===== src/rtl/hazard_stall_ctrl_if.sv =====
// Hazard/stall controller bundle: ID, pipeline-register and MDU handshake signals.
// master drives the ID/pipeline side, slave is the controller.
interface hazard_stall_ctrl_if #(
  parameter int unsigned CNT_W = 16
);
  logic [4:0]       ID_RS_Address;
  logic [4:0]       ID_RT_Address;
  logic             ID_uses_rt;
  logic             ID_mdu_op;
  logic [8:0]       Ctrl_in;
  logic             branch_taken;
  logic             EX_MemRead;
  logic [4:0]       EX_RT_Address;
  logic [4:0]       EX_RS_Address;
  logic             MEM_RegWrite;
  logic [4:0]       MEM_dest;
  logic             WB_RegWrite;
  logic [4:0]       WB_dest;
  logic             mdu_done;
  logic [8:0]       Ctrl_out;
  logic             PC_write;
  logic             IF_ID_write;
  logic             IF_ID_flush;
  logic [1:0]       ForwardA;
  logic [1:0]       ForwardB;
  logic             mdu_start;
  logic             mdu_err;
  logic [CNT_W-1:0] stall_cnt;

  modport master (
    output ID_RS_Address, ID_RT_Address, ID_uses_rt, ID_mdu_op, Ctrl_in, branch_taken,
           EX_MemRead, EX_RT_Address, EX_RS_Address, MEM_RegWrite, MEM_dest,
           WB_RegWrite, WB_dest, mdu_done,
    input  Ctrl_out, PC_write, IF_ID_write, IF_ID_flush, ForwardA, ForwardB,
           mdu_start, mdu_err, stall_cnt
  );

  modport slave (
    input  ID_RS_Address, ID_RT_Address, ID_uses_rt, ID_mdu_op, Ctrl_in, branch_taken,
           EX_MemRead, EX_RT_Address, EX_RS_Address, MEM_RegWrite, MEM_dest,
           WB_RegWrite, WB_dest, mdu_done,
    output Ctrl_out, PC_write, IF_ID_write, IF_ID_flush, ForwardA, ForwardB,
           mdu_start, mdu_err, stall_cnt
  );
endinterface


===== src/rtl/hazard_stall_ctrl.sv =====
// Pipeline hazard controller: load-use stalls, branch flush, EX forwarding selects,
// multi-cycle MDU sequencing with timeout and a saturating stall-cycle counter.
module hazard_stall_ctrl #(
  parameter int unsigned MDU_TIMEOUT = 64,
  parameter int unsigned CNT_W       = 16
) (
  input logic               clk,
  input logic               rst,
  hazard_stall_ctrl_if.slave bus
);

  localparam int unsigned WaitW = (MDU_TIMEOUT > 2) ? $clog2(MDU_TIMEOUT) : 1;

  typedef enum logic [0:0] {StRun, StMduWait} state_e;

  state_e           state_q, state_d;
  logic [WaitW-1:0] wait_q, wait_d;
  logic             err_q, err_d;
  logic [CNT_W-1:0] stall_q;

  logic             load_use;
  logic             timeout;
  logic             pc_write;

  // Register 0 is hardwired, so a match on it never creates a dependency.
  function automatic logic [1:0] fwd_sel(input logic [4:0] src,
                                         input logic mem_we, input logic [4:0] mem_dst,
                                         input logic wb_we, input logic [4:0] wb_dst);
    if (mem_we && mem_dst != 5'd0 && mem_dst == src) return 2'b10;
    if (wb_we && wb_dst != 5'd0 && wb_dst == src)    return 2'b01;
    return 2'b00;
  endfunction

  assign load_use = bus.EX_MemRead && bus.EX_RT_Address != 5'd0 &&
                    (bus.EX_RT_Address == bus.ID_RS_Address ||
                     (bus.ID_uses_rt && bus.EX_RT_Address == bus.ID_RT_Address));
  assign timeout  = (wait_q == WaitW'(MDU_TIMEOUT - 1));

  // Output decode and next-state selection for the RUN/MDU_WAIT sequencer.
  always_comb begin
    pc_write         = 1'b1;
    bus.IF_ID_write  = 1'b1;
    bus.IF_ID_flush  = 1'b0;
    bus.Ctrl_out     = bus.Ctrl_in;
    bus.mdu_start    = 1'b0;
    bus.ForwardA     = fwd_sel(bus.EX_RS_Address, bus.MEM_RegWrite, bus.MEM_dest,
                               bus.WB_RegWrite, bus.WB_dest);
    bus.ForwardB     = fwd_sel(bus.EX_RT_Address, bus.MEM_RegWrite, bus.MEM_dest,
                               bus.WB_RegWrite, bus.WB_dest);
    state_d          = state_q;
    wait_d           = wait_q;
    err_d            = err_q;
    if (rst) begin
      bus.Ctrl_out = 9'd0;
      bus.ForwardA = 2'b00;
      bus.ForwardB = 2'b00;
    end else begin
      unique case (state_q)
        StRun: begin
          if (load_use) begin
            pc_write        = 1'b0;
            bus.IF_ID_write = 1'b0;
            bus.Ctrl_out    = 9'd0;
          end else if (bus.ID_mdu_op) begin
            // The mult/div itself proceeds into EX; everything behind it holds.
            pc_write        = 1'b0;
            bus.IF_ID_write = 1'b0;
            bus.mdu_start   = 1'b1;
            state_d         = StMduWait;
            wait_d          = '0;
          end else if (bus.branch_taken) begin
            bus.IF_ID_flush = 1'b1;
          end
        end
        StMduWait: begin
          pc_write        = 1'b0;
          bus.IF_ID_write = 1'b0;
          bus.Ctrl_out    = 9'd0;
          wait_d          = wait_q + 1'b1;
          // done wins over a coincident timeout.
          if (bus.mdu_done) begin
            state_d = StRun;
          end else if (timeout) begin
            err_d   = 1'b1;
            state_d = StRun;
          end
        end
        default: state_d = StRun;
      endcase
    end
  end

  // Sequencer state, sticky error and saturating stall counter.
  always_ff @(posedge clk) begin
    if (rst) begin
      state_q <= StRun;
      wait_q  <= '0;
      err_q   <= 1'b0;
      stall_q <= '0;
    end else begin
      state_q <= state_d;
      wait_q  <= wait_d;
      err_q   <= err_d;
      if (!pc_write && stall_q != {CNT_W{1'b1}}) begin
        stall_q <= stall_q + 1'b1;
      end
    end
  end

  assign bus.PC_write  = pc_write;
  assign bus.mdu_err   = err_q;
  assign bus.stall_cnt = stall_q;

endmodule


===== src/flat_wrapper.sv =====
// flat-port wrapper written by rule: the top's interface ports become plain ports
module hazard_stall_ctrl_flat 
#(
  parameter int unsigned MDU_TIMEOUT = 64,
  parameter int unsigned CNT_W       = 16
)
  (clk, rst, bus_ID_RS_Address, bus_ID_RT_Address, bus_ID_uses_rt, bus_ID_mdu_op, bus_Ctrl_in, bus_branch_taken, bus_EX_MemRead, bus_EX_RT_Address, bus_EX_RS_Address, bus_MEM_RegWrite, bus_MEM_dest, bus_WB_RegWrite, bus_WB_dest, bus_mdu_done, bus_Ctrl_out, bus_PC_write, bus_IF_ID_write, bus_IF_ID_flush, bus_ForwardA, bus_ForwardB, bus_mdu_start, bus_mdu_err, bus_stall_cnt);
  hazard_stall_ctrl_if #(.CNT_W(CNT_W)) bus_i ();
  input logic clk;
  input logic rst;
  input wire logic [$bits(bus_i.ID_RS_Address)-1:0] bus_ID_RS_Address;
  input wire logic [$bits(bus_i.ID_RT_Address)-1:0] bus_ID_RT_Address;
  input wire logic [$bits(bus_i.ID_uses_rt)-1:0] bus_ID_uses_rt;
  input wire logic [$bits(bus_i.ID_mdu_op)-1:0] bus_ID_mdu_op;
  input wire logic [$bits(bus_i.Ctrl_in)-1:0] bus_Ctrl_in;
  input wire logic [$bits(bus_i.branch_taken)-1:0] bus_branch_taken;
  input wire logic [$bits(bus_i.EX_MemRead)-1:0] bus_EX_MemRead;
  input wire logic [$bits(bus_i.EX_RT_Address)-1:0] bus_EX_RT_Address;
  input wire logic [$bits(bus_i.EX_RS_Address)-1:0] bus_EX_RS_Address;
  input wire logic [$bits(bus_i.MEM_RegWrite)-1:0] bus_MEM_RegWrite;
  input wire logic [$bits(bus_i.MEM_dest)-1:0] bus_MEM_dest;
  input wire logic [$bits(bus_i.WB_RegWrite)-1:0] bus_WB_RegWrite;
  input wire logic [$bits(bus_i.WB_dest)-1:0] bus_WB_dest;
  input wire logic [$bits(bus_i.mdu_done)-1:0] bus_mdu_done;
  output wire logic [$bits(bus_i.Ctrl_out)-1:0] bus_Ctrl_out;
  output wire logic [$bits(bus_i.PC_write)-1:0] bus_PC_write;
  output wire logic [$bits(bus_i.IF_ID_write)-1:0] bus_IF_ID_write;
  output wire logic [$bits(bus_i.IF_ID_flush)-1:0] bus_IF_ID_flush;
  output wire logic [$bits(bus_i.ForwardA)-1:0] bus_ForwardA;
  output wire logic [$bits(bus_i.ForwardB)-1:0] bus_ForwardB;
  output wire logic [$bits(bus_i.mdu_start)-1:0] bus_mdu_start;
  output wire logic [$bits(bus_i.mdu_err)-1:0] bus_mdu_err;
  output wire logic [$bits(bus_i.stall_cnt)-1:0] bus_stall_cnt;
  assign bus_i.ID_RS_Address = bus_ID_RS_Address;
  assign bus_i.ID_RT_Address = bus_ID_RT_Address;
  assign bus_i.ID_uses_rt = bus_ID_uses_rt;
  assign bus_i.ID_mdu_op = bus_ID_mdu_op;
  assign bus_i.Ctrl_in = bus_Ctrl_in;
  assign bus_i.branch_taken = bus_branch_taken;
  assign bus_i.EX_MemRead = bus_EX_MemRead;
  assign bus_i.EX_RT_Address = bus_EX_RT_Address;
  assign bus_i.EX_RS_Address = bus_EX_RS_Address;
  assign bus_i.MEM_RegWrite = bus_MEM_RegWrite;
  assign bus_i.MEM_dest = bus_MEM_dest;
  assign bus_i.WB_RegWrite = bus_WB_RegWrite;
  assign bus_i.WB_dest = bus_WB_dest;
  assign bus_i.mdu_done = bus_mdu_done;
  assign bus_Ctrl_out = bus_i.Ctrl_out;
  assign bus_PC_write = bus_i.PC_write;
  assign bus_IF_ID_write = bus_i.IF_ID_write;
  assign bus_IF_ID_flush = bus_i.IF_ID_flush;
  assign bus_ForwardA = bus_i.ForwardA;
  assign bus_ForwardB = bus_i.ForwardB;
  assign bus_mdu_start = bus_i.mdu_start;
  assign bus_mdu_err = bus_i.mdu_err;
  assign bus_stall_cnt = bus_i.stall_cnt;
  hazard_stall_ctrl #(.MDU_TIMEOUT(MDU_TIMEOUT), .CNT_W(CNT_W)) u_core (.clk(clk), .rst(rst), .bus(bus_i));
endmodule

===== config.mk =====
export PLATFORM = sky130hd
export DESIGN_NAME = hazard_stall_ctrl_flat
export DESIGN_NICKNAME = d
export VERILOG_FILES = /design/src/rtl/hazard_stall_ctrl_if.sv /design/src/rtl/hazard_stall_ctrl.sv /design/src/flat_wrapper.sv
export SDC_FILE = /design/constraint.sdc
export NUM_CORES = 1
export LEC_CHECK = 0
export BUFFER_PORTS_ARGS = -buffer_cell sky130_fd_sc_hd__buf_4
export CORE_MARGIN = 5
export CORE_UTILIZATION = 40
export DETAILED_ROUTE_END_ITERATION = 8
export HOLD_SLACK_MARGIN = 0.08
export MAX_ROUTING_LAYER = met4
export PLACE_DENSITY = 0.69
export SLEW_MARGIN = 20
export SYNTH_ARGS = -nofsm -noshare
export SYNTH_HDL_FRONTEND = slang
export SYNTH_SLANG_ARGS = --single-unit

===== constraint.sdc =====
create_clock -name clk -period 2.24 [get_ports clk]
set_input_delay 0.448 -clock clk [delete_from_list [all_inputs] [get_ports clk]]
set_output_delay 0.448 -clock clk [all_outputs]
set_load 0.05 [all_outputs]

==> results.sh <==
export IMPL_grt_max_degree=26
export IMPL_die_w_um=76.1
export IMPL_io_pins=82
export IMPL_drc_errors=0
export IMPL_cap_violations=0
export IMPL_initial_utilization=0.407
export IMPL_grt_pass1_vias=1989
export IMPL_vdd_ir_drop_worst_mv=0.265
export IMPL_power_density_nw_per_um2=423
export IMPL_n_fill_cell=355
export IMPL_die_y_um=76.1
export IMPL_status="finished, violations left"
export IMPL_clk_pin_slew_ns=0.08
export IMPL_nets=373
export IMPL_grt_usage=0.191
export IMPL_detail_route_wl_per_cell_um=14.5
export IMPL_async_flop_share=0
export IMPL_placementRows=24
export IMPL_critPathArrivalTime_ns=1.87
export IMPL_clock_path_buffers=2
export IMPL_syn_to_final_growth_pct=69.6
export IMPL_clock_skew_final_ns=0.00349
export IMPL_clk_latency_ns=0.26
export IMPL_drtIter0Drc=95
export IMPL_hold_viol=0
export IMPL_worstMarginPinSlew_ns=0.409
export IMPL_fp_dieArea_um2=5800
export IMPL_antennaDiodeCount=0
export IMPL_yosys_warnings=0
export IMPL_layout_commonest_cell="buf_4"
export IMPL_htree_levels=1
export IMPL_total_power_mw=1.25
export IMPL_hold_class="flip-flop to flip-flop"
export IMPL_final_cell_area_um2=2970
export IMPL_critPathCaptureType="output pin"
export IMPL_placed_cell_area_um2=2680
export IMPL_ff2ff_setup_slack_ns=0.33
export IMPL_setup_viol=15
export IMPL_ys_flop_type="dfxtp_1"
export IMPL_cts_buffers=3
export IMPL_p_leak_nw=1.22
export IMPL_cts_sinks=24
export IMPL_r2r_cells=7
export IMPL_cts_tree="yes"
export IMPL_min_path_cells=2
export IMPL_cts_root_buffer="clkbuf_8"
export IMPL_slew_headroom=0.726
export IMPL_synthesis_area_um2=1750
export IMPL_postRouteAntennaNets=0
export IMPL_grt_antenna_before_repair=0
export IMPL_io_buffers=81
export IMPL_crit_type="input pin to output pin"
export IMPL_avgViaCountPerCell=5.38
export IMPL_start_kind="input pin"
export IMPL_max_freq_ghz=0.431
export IMPL_period_share=1.03
export IMPL_period_needed_ns=2.32
export IMPL_worstSetupEndpoint="bus_Ctrl_out[6]"
export IMPL_synth_seq_area_share=0.275
export IMPL_reg2reg_to="u_core.bus.stall_cnt[4]$_SDFFE_PP0P_"
export IMPL_cp_startpoint="bus_EX_RT_Address[0]"
export IMPL_drv_slew=0
export IMPL_critical_path_required_ns=1.79
export IMPL_final_cells=374
export IMPL_synth_fp_nets=269
export IMPL_dp_hpwl_um=4310
export IMPL_synth_edff_count=0
export IMPL_avgSynthCellArea_um2=7.99
export IMPL_cp_max_fo=5
export IMPL_core_area_um2=4290
export IMPL_violations="setup timing"
export IMPL_rsz0062_at_grt="yes"
export IMPL_final_cell_mix="88 x buf_4, 18 x xor2_1, 18 x dfxtp_1"
export IMPL_holdWs_ns=0.480
export IMPL_setup_ws_ns=-0.0776
export IMPL_grt_remaining_overflow=0
export IMPL_gp_congestion=0.828
export IMPL_worst_r2r_startpoint="u_core.bus.stall_cnt[0]$_SDFFE_PP0P_"
export IMPL_drt_pass1_iter_count=4
export IMPL_ys_ff_latch=24
export IMPL_grt_first_pass_wirelength_um=9240
export IMPL_yosysUniqueCellTypes=45
export IMPL_dp_cells=364
export IMPL_wl_um=5440
export IMPL_vias=2013
export IMPL_layout_drive_gt1_share=0.488
export IMPL_syn_inst=219
## cells by family (layout without fill, tap and decap cells)
kind of cell / after synthesis / count (layout) / synth area share
AND/OR/NAND/NOR: 96 / 97 / 0.304
AO/OA/AOI/OAI: 48 / 48 / 0.193
XOR/XNOR: 31 / 31 / 0.155
flip-flops: 24 / 24 / 0.275
buffers and inverters: 17 / 119 / 0.0522
adder cells (fa/ha/maj): 2 / 2 / 0.0143
multiplexers: 1 / 1 / 0.00644
## worst max-delay path, stage by stage
cell and delay, ns:
buf_6 0.09, or4_4 0.54, o21ai_4 0.20, o21ai_4 0.11, nor2_4 0.16, and2_4 0.17
buf_8 0.14
## worst min-delay path by stage
stage | end | slack [ns] | startpoint
5_1_grt | u_core.bus.mdu_err$_SDFFE_PP0P_ | 0.50 | bus_mdu_done
4_1_cts | u_core.state_q$_SDFF_PP0_ | 0.47 | bus_mdu_done
3_5_place_dp | u_core.bus.mdu_err$_SDFFE_PP0P_ | 0.46 | u_core.bus.mdu_err$_SDFFE_PP0P_
3_3_place_gp | u_core.bus.mdu_err$_SDFFE_PP0P_ | 0.45 | u_core.bus.mdu_err$_SDFFE_PP0P_
2_1_floorplan | u_core.wait_q[5]$_SDFFE_PP0P_ | 0.44 | u_core.wait_q[5]$_SDFFE_PP0P_
6_report | u_core.wait_q[5]$_SDFFE_PP0P_ | 0.48 | u_core.wait_q[5]$_SDFFE_PP0P_
## power by group
group | switching, mW | internal, mW | leakage, nW
Sequential | 0.0103 | 0.435 | 0.197
Clock | 0.137 | 0.239 | 0.0357
Combinational | 0.223 | 0.211 | 0.983
## layer usage
metal / GRT usage / wire length [um] / vias to the layer above
met5: - / 0 / -
met2: 0.318 / 2730 / 48
met3: 0.0319 / 210 / 6
li1: - / - / 1018
met4: 0.0472 / 87 / 0
met1: 0.240 / 2410 / 941
## cell usage after synthesis, drive strengths merged (6+ instances only)
cell type / instances / area, um^2
dfxtp: 24 / 480
xor2: 20 / 175
nand2: 17 / 63.8
a21oi: 13 / 65.1
nand3: 13 / 65.1
nor2: 13 / 48.8
or4: 11 / 82.6
xnor2: 11 / 96.3
and2: 10 / 62.6
o21ai: 10 / 53.8
clkbuf: 8 / 30.0
nand4: 7 / 43.8
nor4: 6 / 43.8
## per-stage QoR
step	utilization	setup WS, ns	TNS [ns]
2_1_floorplan	-	-0.359	-2.35
3_3_place_gp	0.624	-0.177	-3.33
3_5_place_dp	0.624	-0.224	-4.49
4_1_cts	0.690	-0.0913	-0.952
5_1_grt	0.691	-0.120	-1.42
6_report	0.691	-0.0776	-0.785
## flip-flops by register name (all words and copies together), names as in the netlist
signal,count
u_core.bus.mdu_err,1
u_core.wait_q,6
u_core.state_q,1
u_core.bus.stall_cnt,16
## layout make-up
cell class                 count  area (um^2)  area share
clock buffer                   3         41.3      0.0139
multi-input combinational    179         1370       0.461
inverter                       4         16.3     0.00548
timing repair buffer         111          957       0.323
tap                           52         65.1      0.0219
clock inverter                 1         30.0      0.0101
sequential                    24          488       0.164
## what timing repair did
item	in CTS	in global routing
hold buffers	0	0
buffers inserted	5	0
cloned	1	0
setup endpoints to repair	15	16
gates resized for setup	40	1
pin swaps	20	3
Power figures use the tool's default switching activity.
